$ cat src/rtl/vec_load16_pkg.sv
// -----------------------------------------------------------------------------
// vec_load16_pkg
// Shared vector-unit definitions: lane geometry, lane-index width and the
// strided-load FSM state type used by vec_load16 and its address generator.
// -----------------------------------------------------------------------------
package vec_load16_pkg;

    localparam int unsigned VEC_LANES = 16;                  // lanes per vector
    localparam int unsigned LANE_W    = 16;                  // half-precision lane
    localparam int unsigned IDX_W     = 4;                   // lane index width
    localparam int unsigned VEC_W     = VEC_LANES * LANE_W;  // packed vector width

    typedef enum logic [1:0] {
        IDLE = 2'd0,
        REQ  = 2'd1,
        WAIT = 2'd2,
        DONE = 2'd3
    } state_e;

    // True when the index addresses the final lane of a vector.
    function automatic logic is_last_lane(input logic [IDX_W-1:0] idx);
        return idx == IDX_W'(VEC_LANES - 1);
    endfunction

endpackage

$ cat src/rtl/vec_addr_gen.sv
// -----------------------------------------------------------------------------
// vec_addr_gen
// Holds the captured base address and stride of a strided vector load, the
// current lane index, and the wrapping address adder producing
// base + index*stride (mod 2^ADDR_W).
//
// Ports
//   clk      in   clock, rising edge
//   rst      in   synchronous active-high reset
//   load_i   in   capture base_i/stride_i, restart at lane 0
//   adv_i    in   advance to the next lane
//   base_i   in   ADDR_W  base word address (lane 0)
//   stride_i in   ADDR_W  two's-complement word stride
//   idx_o    out  IDX_W   current lane index
//   addr_o   out  ADDR_W  address of the current lane
// -----------------------------------------------------------------------------
module vec_addr_gen
    import vec_load16_pkg::*;
#(
    parameter int unsigned ADDR_W = 16
) (
    input  logic              clk,
    input  logic              rst,
    input  logic              load_i,
    input  logic              adv_i,
    input  logic [ADDR_W-1:0] base_i,
    input  logic [ADDR_W-1:0] stride_i,
    output logic [IDX_W-1:0]  idx_o,
    output logic [ADDR_W-1:0] addr_o
);

    logic [ADDR_W-1:0] base_q,   base_d;
    logic [ADDR_W-1:0] stride_q, stride_d;
    logic [ADDR_W-1:0] offset_q, offset_d;
    logic [IDX_W-1:0]  idx_q,    idx_d;

    // The offset accumulates index*stride one stride at a time, so no
    // multiplier is needed; unsigned wrap gives the modular behaviour and a
    // two's-complement stride walks downward for free.
    always_comb begin
        base_d   = base_q;
        stride_d = stride_q;
        offset_d = offset_q;
        idx_d    = idx_q;
        if (load_i) begin
            base_d   = base_i;
            stride_d = stride_i;
            offset_d = '0;
            idx_d    = '0;
        end else if (adv_i) begin
            offset_d = offset_q + stride_q;
            idx_d    = idx_q + IDX_W'(1);
        end
    end

    always_ff @(posedge clk) begin
        if (rst) begin
            base_q   <= '0;
            stride_q <= '0;
            offset_q <= '0;
            idx_q    <= '0;
        end else begin
            base_q   <= base_d;
            stride_q <= stride_d;
            offset_q <= offset_d;
            idx_q    <= idx_d;
        end
    end

    assign idx_o  = idx_q;
    assign addr_o = base_q + offset_q;

endmodule

$ cat src/rtl/vec_load16.sv
// -----------------------------------------------------------------------------
// vec_load16
// Strided vector load: fetches 16 half-precision lanes from word-addressed
// memory, one read outstanding at a time, and assembles them into a 256-bit
// vector for the scalar-multiply unit.
//
// Ports
//   clk        in   clock, rising edge
//   rst        in   synchronous active-high reset
//   start      in   load request, honoured only in IDLE
//   base_addr  in   ADDR_W  word address of lane 0
//   stride     in   ADDR_W  signed word stride between lanes
//   mem_rd     out  one-cycle read strobe
//   mem_addr   out  ADDR_W  read address (zero when mem_rd is low)
//   mem_valid  in   read data valid
//   mem_rdata  in   16      read data
//   vecout     out  LANES*16  assembled vector, lane i at [16i+15:16i]
//   busy       out  load in progress
//   done       out  one-cycle pulse, vecout complete
// -----------------------------------------------------------------------------
module vec_load16
    import vec_load16_pkg::*;
#(
    parameter int unsigned ADDR_W = 16,
    parameter int unsigned LANES  = VEC_LANES
) (
    input  logic                    clk,
    input  logic                    rst,
    input  logic                    start,
    input  logic [ADDR_W-1:0]       base_addr,
    input  logic [ADDR_W-1:0]       stride,
    output logic                    mem_rd,
    output logic [ADDR_W-1:0]       mem_addr,
    input  logic                    mem_valid,
    input  logic [LANE_W-1:0]       mem_rdata,
    output logic [LANES*LANE_W-1:0] vecout,
    output logic                    busy,
    output logic                    done
);

    state_e                  state_q, state_d;
    logic [LANES*LANE_W-1:0] vec_q,   vec_d;

    logic              ag_load;
    logic              ag_adv;
    logic [IDX_W-1:0]  lane_idx;
    logic [ADDR_W-1:0] lane_addr;

    vec_addr_gen #(
        .ADDR_W (ADDR_W)
    ) u_addr_gen (
        .clk      (clk),
        .rst      (rst),
        .load_i   (ag_load),
        .adv_i    (ag_adv),
        .base_i   (base_addr),
        .stride_i (stride),
        .idx_o    (lane_idx),
        .addr_o   (lane_addr)
    );

    always_comb begin
        state_d  = state_q;
        vec_d    = vec_q;
        ag_load  = 1'b0;
        ag_adv   = 1'b0;
        mem_rd   = 1'b0;
        mem_addr = '0;
        busy     = 1'b0;
        done     = 1'b0;
        unique case (state_q)
            IDLE: begin
                if (start) begin
                    ag_load = 1'b1;
                    state_d = REQ;
                end
            end
            REQ: begin
                mem_rd   = 1'b1;
                mem_addr = lane_addr;
                busy     = 1'b1;
                state_d  = WAIT;
            end
            WAIT: begin
                busy = 1'b1;
                // Data is only accepted here, so stray mem_valid pulses in
                // any other state never touch the vector register.
                if (mem_valid) begin
                    vec_d[lane_idx*LANE_W +: LANE_W] = mem_rdata;
                    if (is_last_lane(lane_idx)) begin
                        state_d = DONE;
                    end else begin
                        ag_adv  = 1'b1;
                        state_d = REQ;
                    end
                end
            end
            DONE: begin
                done    = 1'b1;
                state_d = IDLE;
            end
            default: state_d = IDLE;
        endcase
    end

    always_ff @(posedge clk) begin
        if (rst) begin
            state_q <= IDLE;
            vec_q   <= '0;
        end else begin
            state_q <= state_d;
            vec_q   <= vec_d;
        end
    end

    assign vecout = vec_q;

endmodule

$ cat config.mk
export PLATFORM = sky130hd
export DESIGN_NAME = vec_load16
export DESIGN_NICKNAME = d
export VERILOG_FILES = /design/src/rtl/vec_load16_pkg.sv /design/src/rtl/vec_addr_gen.sv /design/src/rtl/vec_load16.sv
export SDC_FILE = /design/constraint.sdc
export NUM_CORES = 1
export LEC_CHECK = 0
export CAP_MARGIN = 20
export CORE_MARGIN = 4
export CORE_UTILIZATION = 51
export CTS_BUF_LIST = sky130_fd_sc_hd__clkbuf_4
export CTS_CLUSTER_DIAMETER = 50
export DETAILED_ROUTE_END_ITERATION = 10
export PLACE_DENSITY = 0.83
export SETUP_SLACK_MARGIN = 0.15
export SYNTH_ARGS = -nofsm -noshare
export SYNTH_HDL_FRONTEND = slang
export SYNTH_SLANG_ARGS = --single-unit
$ cat constraint.sdc
create_clock -name clk -period 4.05 [get_ports clk]
set_clock_uncertainty 0.2 [all_clocks]
set_input_delay 0.405 -clock clk [delete_from_list [all_inputs] [get_ports clk]]
set_output_delay 0.405 -clock clk [all_outputs]
set_load 0.1 [all_outputs]
==> out/metrics.cfg, run 1 <==
[yosys]
synthDistinctLibCells=55
synthArstFlopShare_pct=0
syn-cell-area_um2=12800
syn_inst=1551
synth_ff_type=dfxtp_1
synth_area_leaders=dfxtp_1 48%, a21oi_1 8.6%, nand2_1 7.8%
synth_area_per_cell_um2=8.28
ys_seq_area_share_pct=48.3
ys_ff_latch=310
yosysWarnings=0
synth_edf_count=0
synthDominantCellAreaShare_pct=48.3
syn_nets=1645
yosysTopAreaCell=dfxtp_1

[cells_and_area]
final_common_cell=clkdlybuf4s50_1
regArea_um2=6210
area_delta_synth_final_pct=33.6
nFillCells=1933
multi_input_area_um2=6080
layout-drive-gt1-share_pct=9.16
nets=1954
final_cell_mix=310 x clkdlybuf4s50_1, 309 x dfxtp_1, 268 x nand2_1, 220 x a21oi_1, 191 x nor2_1

[critical_path]
r2r_start=u_addr_gen.idx_o[0]$_SDFFE_PP0P_
end_kind=output pin
cp_max_fo=3
cpPeakStageDelay_ns=0.43
crit_required_ns=3.44
slowest_stage=a2111o_1
worstSetupStartpointType=flip-flop
critPathKind=reg2out
cp.arrival_ns=3.24
rr_worst_depth=8
r2r_slack_ns=0.73
worstPathCellList=ha_2 > fa_2 > a21o_1 > a21oi_2 > o21a_1 > o21ai_1 > a2111o_1 > a211o_1 > o211ai_1 > buf_12
r2r-end=vecout[90]$_SDFFE_PP0P_

[sta]
period_minus_slack_ns=3.85
finalCritPeriodShare_pct=95.0
grt_setup_unrepaired=yes
finalHoldViolations=0
tightest_slew_ns=1.09
maxSlewViolCount=0
setup_viol=0
finalSetupTns_ns=0
max_freq_mhz=260
fin_ws_ns=0.201
slew-limit-headroom_pct=26.9

[power_and_ir_drop]
power.density_nw_per_um2=403
vdd_drop_max_uv=283
p_leak_nw=6.28

[placed_design]
place_ws_ns=0.749
hpwl_mm=28.2
gp_congestion=0.883
portBuffers=326

[grt]
antenna_found_initial=1
gr-total-overflow=0
grt_pass1_vias=12359
grt_pass1_wl_mm=66.3
grt_usage_pct=29.1
grt_start_max_net_pins=161

[floorplanning]
start_util_pct=52.3
row_count=57
dieArea_um2=27800
ioPinCount=327
core_um2=24500
dieWidth_um=167
die_h_um=167

[run_status]
status=completed

[drt]
drc=0
routed_via_density=5.72
routed_wirelength_mm=42.3
firstDrtPassIters=6
ant_nets=0
drtIter0Drc=1208
drt-wirelength-per-cell_um=18.9
num_vias=12786

[clocking]
cts.sinks=310
numCtsBuffers=80
insertion_delay_ns=0.69
cts-root-buf=clkbuf_4
cts_hold_buf=0
cts_tree=built
path_clk_slew_ns=0.07
htree_levels=3
cts_buffer_depth=3

[run]
cap_violations=0

[hold_path]
hold_path.startpoint=stride[1]
whs_path_depth=3
worstHoldEndpoint=u_addr_gen.stride_q[1]$_SDFFE_PP0P_
min_path_type=in2reg

[where the power goes]
part	switching, mW	internal [mW]	leakage (nW)	total (mW)
sequential	0.0494	3.12	2.50	3.16
combinational	0.777	0.270	3.20	1.05
clock	1.27	1.43	0.583	2.70
total	2.10	4.81	6.28	6.91
[area by class of cell]
type	count	area share [%]
Sequential cell	310	36.2
Multi-Input combinational cell	1106	35.4
Timing Repair Buffer	346	19.9
Clock buffer	108	4.73
Tap cell	324	2.36
Clock inverter	25	1.09
Inverter	16	0.350
Antenna cell	1	0.0146
[how the worst max path moves through the flow]
stage / from / endpoint / slack [ns]
after floorplan: state_q[1]$_SDFFE_PP0P_ / mem_addr[10] / 0.30
after global placement: u_addr_gen.offset_q[0]$_SDFFE_PP0P_ / mem_addr[14] / 0.81
after detailed placement: u_addr_gen.offset_q[0]$_SDFFE_PP0P_ / mem_addr[14] / 0.75
after CTS: u_addr_gen.offset_q[0]$_SDFFE_PP0P_ / mem_addr[14] / 0.15
after global routing: u_addr_gen.offset_q[0]$_SDFFE_PP0P_ / mem_addr[14] / 0.08
final: u_addr_gen.offset_q[0]$_SDFFE_PP0P_ / mem_addr[14] / 0.20
[synth_stat cells (8+ instances only)]
library cell	number
o21ai_0	14
nand2_1	268
buf_2	21
a22oi_1	17
mux2i_1	34
xnor2_1	16
inv_1	16
dfxtp_1	310
clkbuf_1	87
ha_1	40
nor3_1	69
and2_1	9
a32oi_1	52
a21o_1	12
nand2b_1	8
xor2_1	10
nor2_1	191
a21oi_1	220
nand3_1	74
[cell families after synthesis]
kind of cell,count (synthesis),synth area share [%]
compound gates,350,16.6
xor+xnor,26,1.77
fa+ha+maj,42,4.21
buf+inv,135,4.44
flops,310,48.3
mux,34,2.65
simple gates,654,22.0
[stage by stage]
step	power [mW]	instance area, um2	utilization [%]	std cells	hold slack, ns
6_report	6.91	17200	69.9	2236	0.0620
3_3_place_gp	4.25	16100	65.7	2099	0.238
5_1_grt	7.21	17200	69.9	2236	0.0311
4_1_cts	6.94	17100	69.8	2233	0.0132
3_5_place_dp	4.27	16100	65.7	2099	0.243
2_1_floorplan	3.97	12800	-	1551	0.240
[metal layers]
metal  vias up  global-route usage (%)  routed length, um  part of all wire, %
met5         -                       0                  0                    0
met4         0                    12.5               1700                  4.0
met3       109                    9.34               4050                  9.6
met2       645                    47.2              19700                   46
met1      6041                    35.8              16900                   40
li1       5991                       -                  -                    -
[critical path, delay by kind of cell, from the launching register on]
kind                     cells  cell delay, ns
flip-flops                   1            0.34
AO/OA/AOI/OAI                7            1.46
adder cells (fa/ha/maj)      2            0.56
buffers and inverters        1            0.22
[registers in the layout, indices dropped and copies added (netlist names)]
register,count
state_q,2
u_addr_gen.offset_q,16
u_addr_gen.stride_q,16
u_addr_gen.idx_o,4
vecout,256
u_addr_gen.base_q,16
[repair_timing]
item	in CTS	in global routing
pin swaps	2	0
buffers inserted	1	1
hold endpoints to repair	0	0
setup endpoints to repair	2	2
gates resized for setup	1	2
Note: power is estimated with default switching activity, not from simulation.
==> run 2: changes to the inputs <==
Clock period 4.05 ns to 3.88 ns, I/O delays scaled along.
==> run 2 against run 1 <==
Against the previous run: sequential share of layout area decreased by 0.20 points; sequential cell count unchanged; cell area grew 0.61%; global-route usage grew 0.064 points; sequential power grew 4%; non-clock buffer count grew 13; hold slack gained 0.026 ns; final cell count is 0.72% higher.
==> out/metrics.cfg, run 2 (synthesis results as in run 1) <==
[critical_path]
r2r_start=u_addr_gen.idx_o[0]$_SDFFE_PP0P_  ; unchanged
r2r_slack_ns=0.56  ; was 0.73 ns
cp.arrival_ns=3.09  ; was 3.24 ns
r2r-end=vecout[180]$_SDFFE_PP0P_  ; was vecout[90]$_SDFFE_PP0P_
crit_start=u_addr_gen.base_q[0]$_SDFFE_PP0P_  ; was u_addr_gen.offset_q[0]$_SDFFE_PP0P_
rr_worst_depth=8  ; unchanged
end_kind=output pin  ; unchanged
cp_max_fo=3  ; unchanged
crit_path_end=mem_addr[14]  ; unchanged
crit_required_ns=3.29  ; was 3.44 ns
critPathKind=reg2out  ; unchanged
worstSetupStartpointType=flip-flop  ; unchanged

[grt]
grt_pass1_wl_mm=67.0  ; was 66.3 mm
grt_start_max_net_pins=160  ; was 161
gr-total-overflow=0  ; unchanged
grt_usage_pct=29.2  ; was 29.1%
antenna_found_initial=1  ; unchanged
grt_pass1_vias=12543  ; was 12359

[run]
cap_violations=0  ; unchanged

[floorplanning]
dieWidth_um=167  ; unchanged
start_util_pct=52.3  ; unchanged
die_h_um=167  ; unchanged
row_count=57  ; unchanged
dieArea_um2=27800  ; unchanged
core_um2=24500  ; unchanged
ioPinCount=327  ; unchanged

[clocking]
insertion_delay_ns=0.65  ; was 0.69 ns
cts_buffer_depth=3  ; unchanged
numCtsBuffers=80  ; unchanged
cts.sinks=310  ; unchanged
cts-root-buf=clkbuf_4  ; unchanged
cts_tree=built  ; unchanged
htree_levels=3  ; unchanged
path_clk_slew_ns=0.06  ; was 0.07 ns

[cells_and_area]
layoutNonFillerInstCount=2252  ; was 2236
layout-drive-gt1-share_pct=10.3  ; was 9.16%
final_common_cell=clkdlybuf4s50_1  ; unchanged
finish.utilization_pct=70.4  ; was 69.9%
area_delta_synth_final_pct=34.4  ; was 33.6%
largest_reg_flops=256  ; unchanged
final_cell_mix=308 x clkdlybuf4s50_1, 306 x dfxtp_1, 268 x nand2_1, 220 x a21oi_1, 191 x nor2_1  ; was 310 x clkdlybuf4s50_1, 309 x dfxtp_1, 268 x nand2_1, 220 x a21oi_1, 191 x nor2_1
nets=1967  ; was 1954

[drt]
ant_nets=0  ; unchanged
drt-wirelength-per-cell_um=18.8  ; was 18.9 um
firstDrtPassIters=5  ; was 6
num_vias=12637  ; was 12786
drtIter0Drc=1204  ; was 1208
routed_wirelength_mm=42.3  ; about the same
routed_via_density=5.61  ; was 5.72
drc=0  ; unchanged

[sta]
slew-limit-headroom_pct=28.0  ; was 26.9%
finalHoldViolations=0  ; unchanged
grt_setup_unrepaired=yes  ; unchanged
tightest_slew_ns=1.08  ; was 1.09 ns
setup_viol=0  ; unchanged
maxSlewViolCount=0  ; unchanged
finalSetupTns_ns=0  ; unchanged
finalCritPeriodShare_pct=94.8
max_freq_mhz=272
timing.hold.ws_ns=0.0880  ; was 0.0620 ns
period_minus_slack_ns=3.68

[placed_design]
hpwl_mm=28.6  ; was 28.2 mm
portBuffers=326  ; unchanged
gp_congestion=0.883  ; about the same
place_inst=2108  ; was 2099

[power_and_ir_drop]
p_leak_nw=6.35  ; was 6.28 nW
power.density_nw_per_um2=414  ; was 403 nW/um2
fin_total_pwr_mw=7.15  ; was 6.91 mW
vdd_drop_max_uv=295  ; was 283 uV

[run_status]
status=completed  ; unchanged

[hold_path]
min_path_type=in2reg  ; unchanged

## run 2: cell count changes in the layout (fill, tap and decap cells not counted), moves of 2 or more
cell,previous run,this run
dfxtp_2,1,4
clkinv_1,17,14
clkdlybuf4s50_1,310,308
dfxtp_1,309,306
bufinv_16,3,1
clkbuf_4,108,115
buf_4,32,45
## run 2: repair_timing
item	in CTS	in global routing
hold buffers	1	0
gates resized for setup	5	3
endpoints found under the setup margin	2	3
gates cloned	0	0
setup buffers	3	2
pin swaps	5	0
hold endpoints to repair	21	0
## run 2: per-layer routing
metal	GRT usage, %	up-vias	part of all wire (%)
met2	47.7	548	47
met1	37.0	5994	41
li1	-	6013	-
met3	9.20	82	9.3
met5	0	-	0
met4	9.21	0	2.6
## run 2: worst min path at each step
stage,cells past startpoint,slack [ns],to,startpoint
2_1_floorplan,2,0.24,u_addr_gen.base_q[0]$_SDFFE_PP0P_,u_addr_gen.base_q[0]$_SDFFE_PP0P_
3_5_place_dp,2,0.24,vecout[200]$_SDFFE_PP0P_,vecout[200]$_SDFFE_PP0P_
6_report,3,0.09,u_addr_gen.base_q[0]$_SDFFE_PP0P_,base_addr[0]
4_1_cts,3,0.01,u_addr_gen.stride_q[2]$_SDFFE_PP0P_,stride[2]
3_3_place_gp,2,0.24,vecout[166]$_SDFFE_PP0P_,vecout[166]$_SDFFE_PP0P_
5_1_grt,3,0.04,u_addr_gen.stride_q[2]$_SDFFE_PP0P_,stride[2]
## run 2: cell type report
| type | count | area (um2) |
|---|---|---|
| timing repair buffer | 359 | 3520 |
| clock buffer | 115 | 863 |
| sequential | 310 | 6210 |
| fill | 1959 | 7270 |
| multi-input combinational | 1106 | 6090 |
| tap | 324 | 405 |
| antenna | 2 | 5.00 |
| clock inverter | 20 | 111 |
| inverter | 16 | 60.1 |
## run 2: per-stage QoR
| stage | worst slack (ns) | cell area [um2] |
|---|---|---|
| finish | 0.201 | 17300 |
| CTS | 0.122 | 17200 |
| detailed placement | 0.631 | 16200 |
| global placement | 0.653 | 16200 |
| floorplan | 0.146 | 12800 |
| global route | 0.0459 | 17300 |
## run 2: critical path, stage by stage (launching register included)
cell and delay [ns]:
dfxtp_2 0.33, ha_4 0.16, fa_2 0.35, a21o_1 0.17
a21oi_2 0.15, o21a_1 0.16, o21ai_2 0.06, a2111o_1 0.41
a211o_1 0.27, o211ai_1 0.15, buf_12 0.22
## run 2: where the power goes
part           switching (mW)  internal [mW]
combinational           0.815          0.292
sequential             0.0517           3.25
clock                    1.31           1.43
total                    2.18           4.97
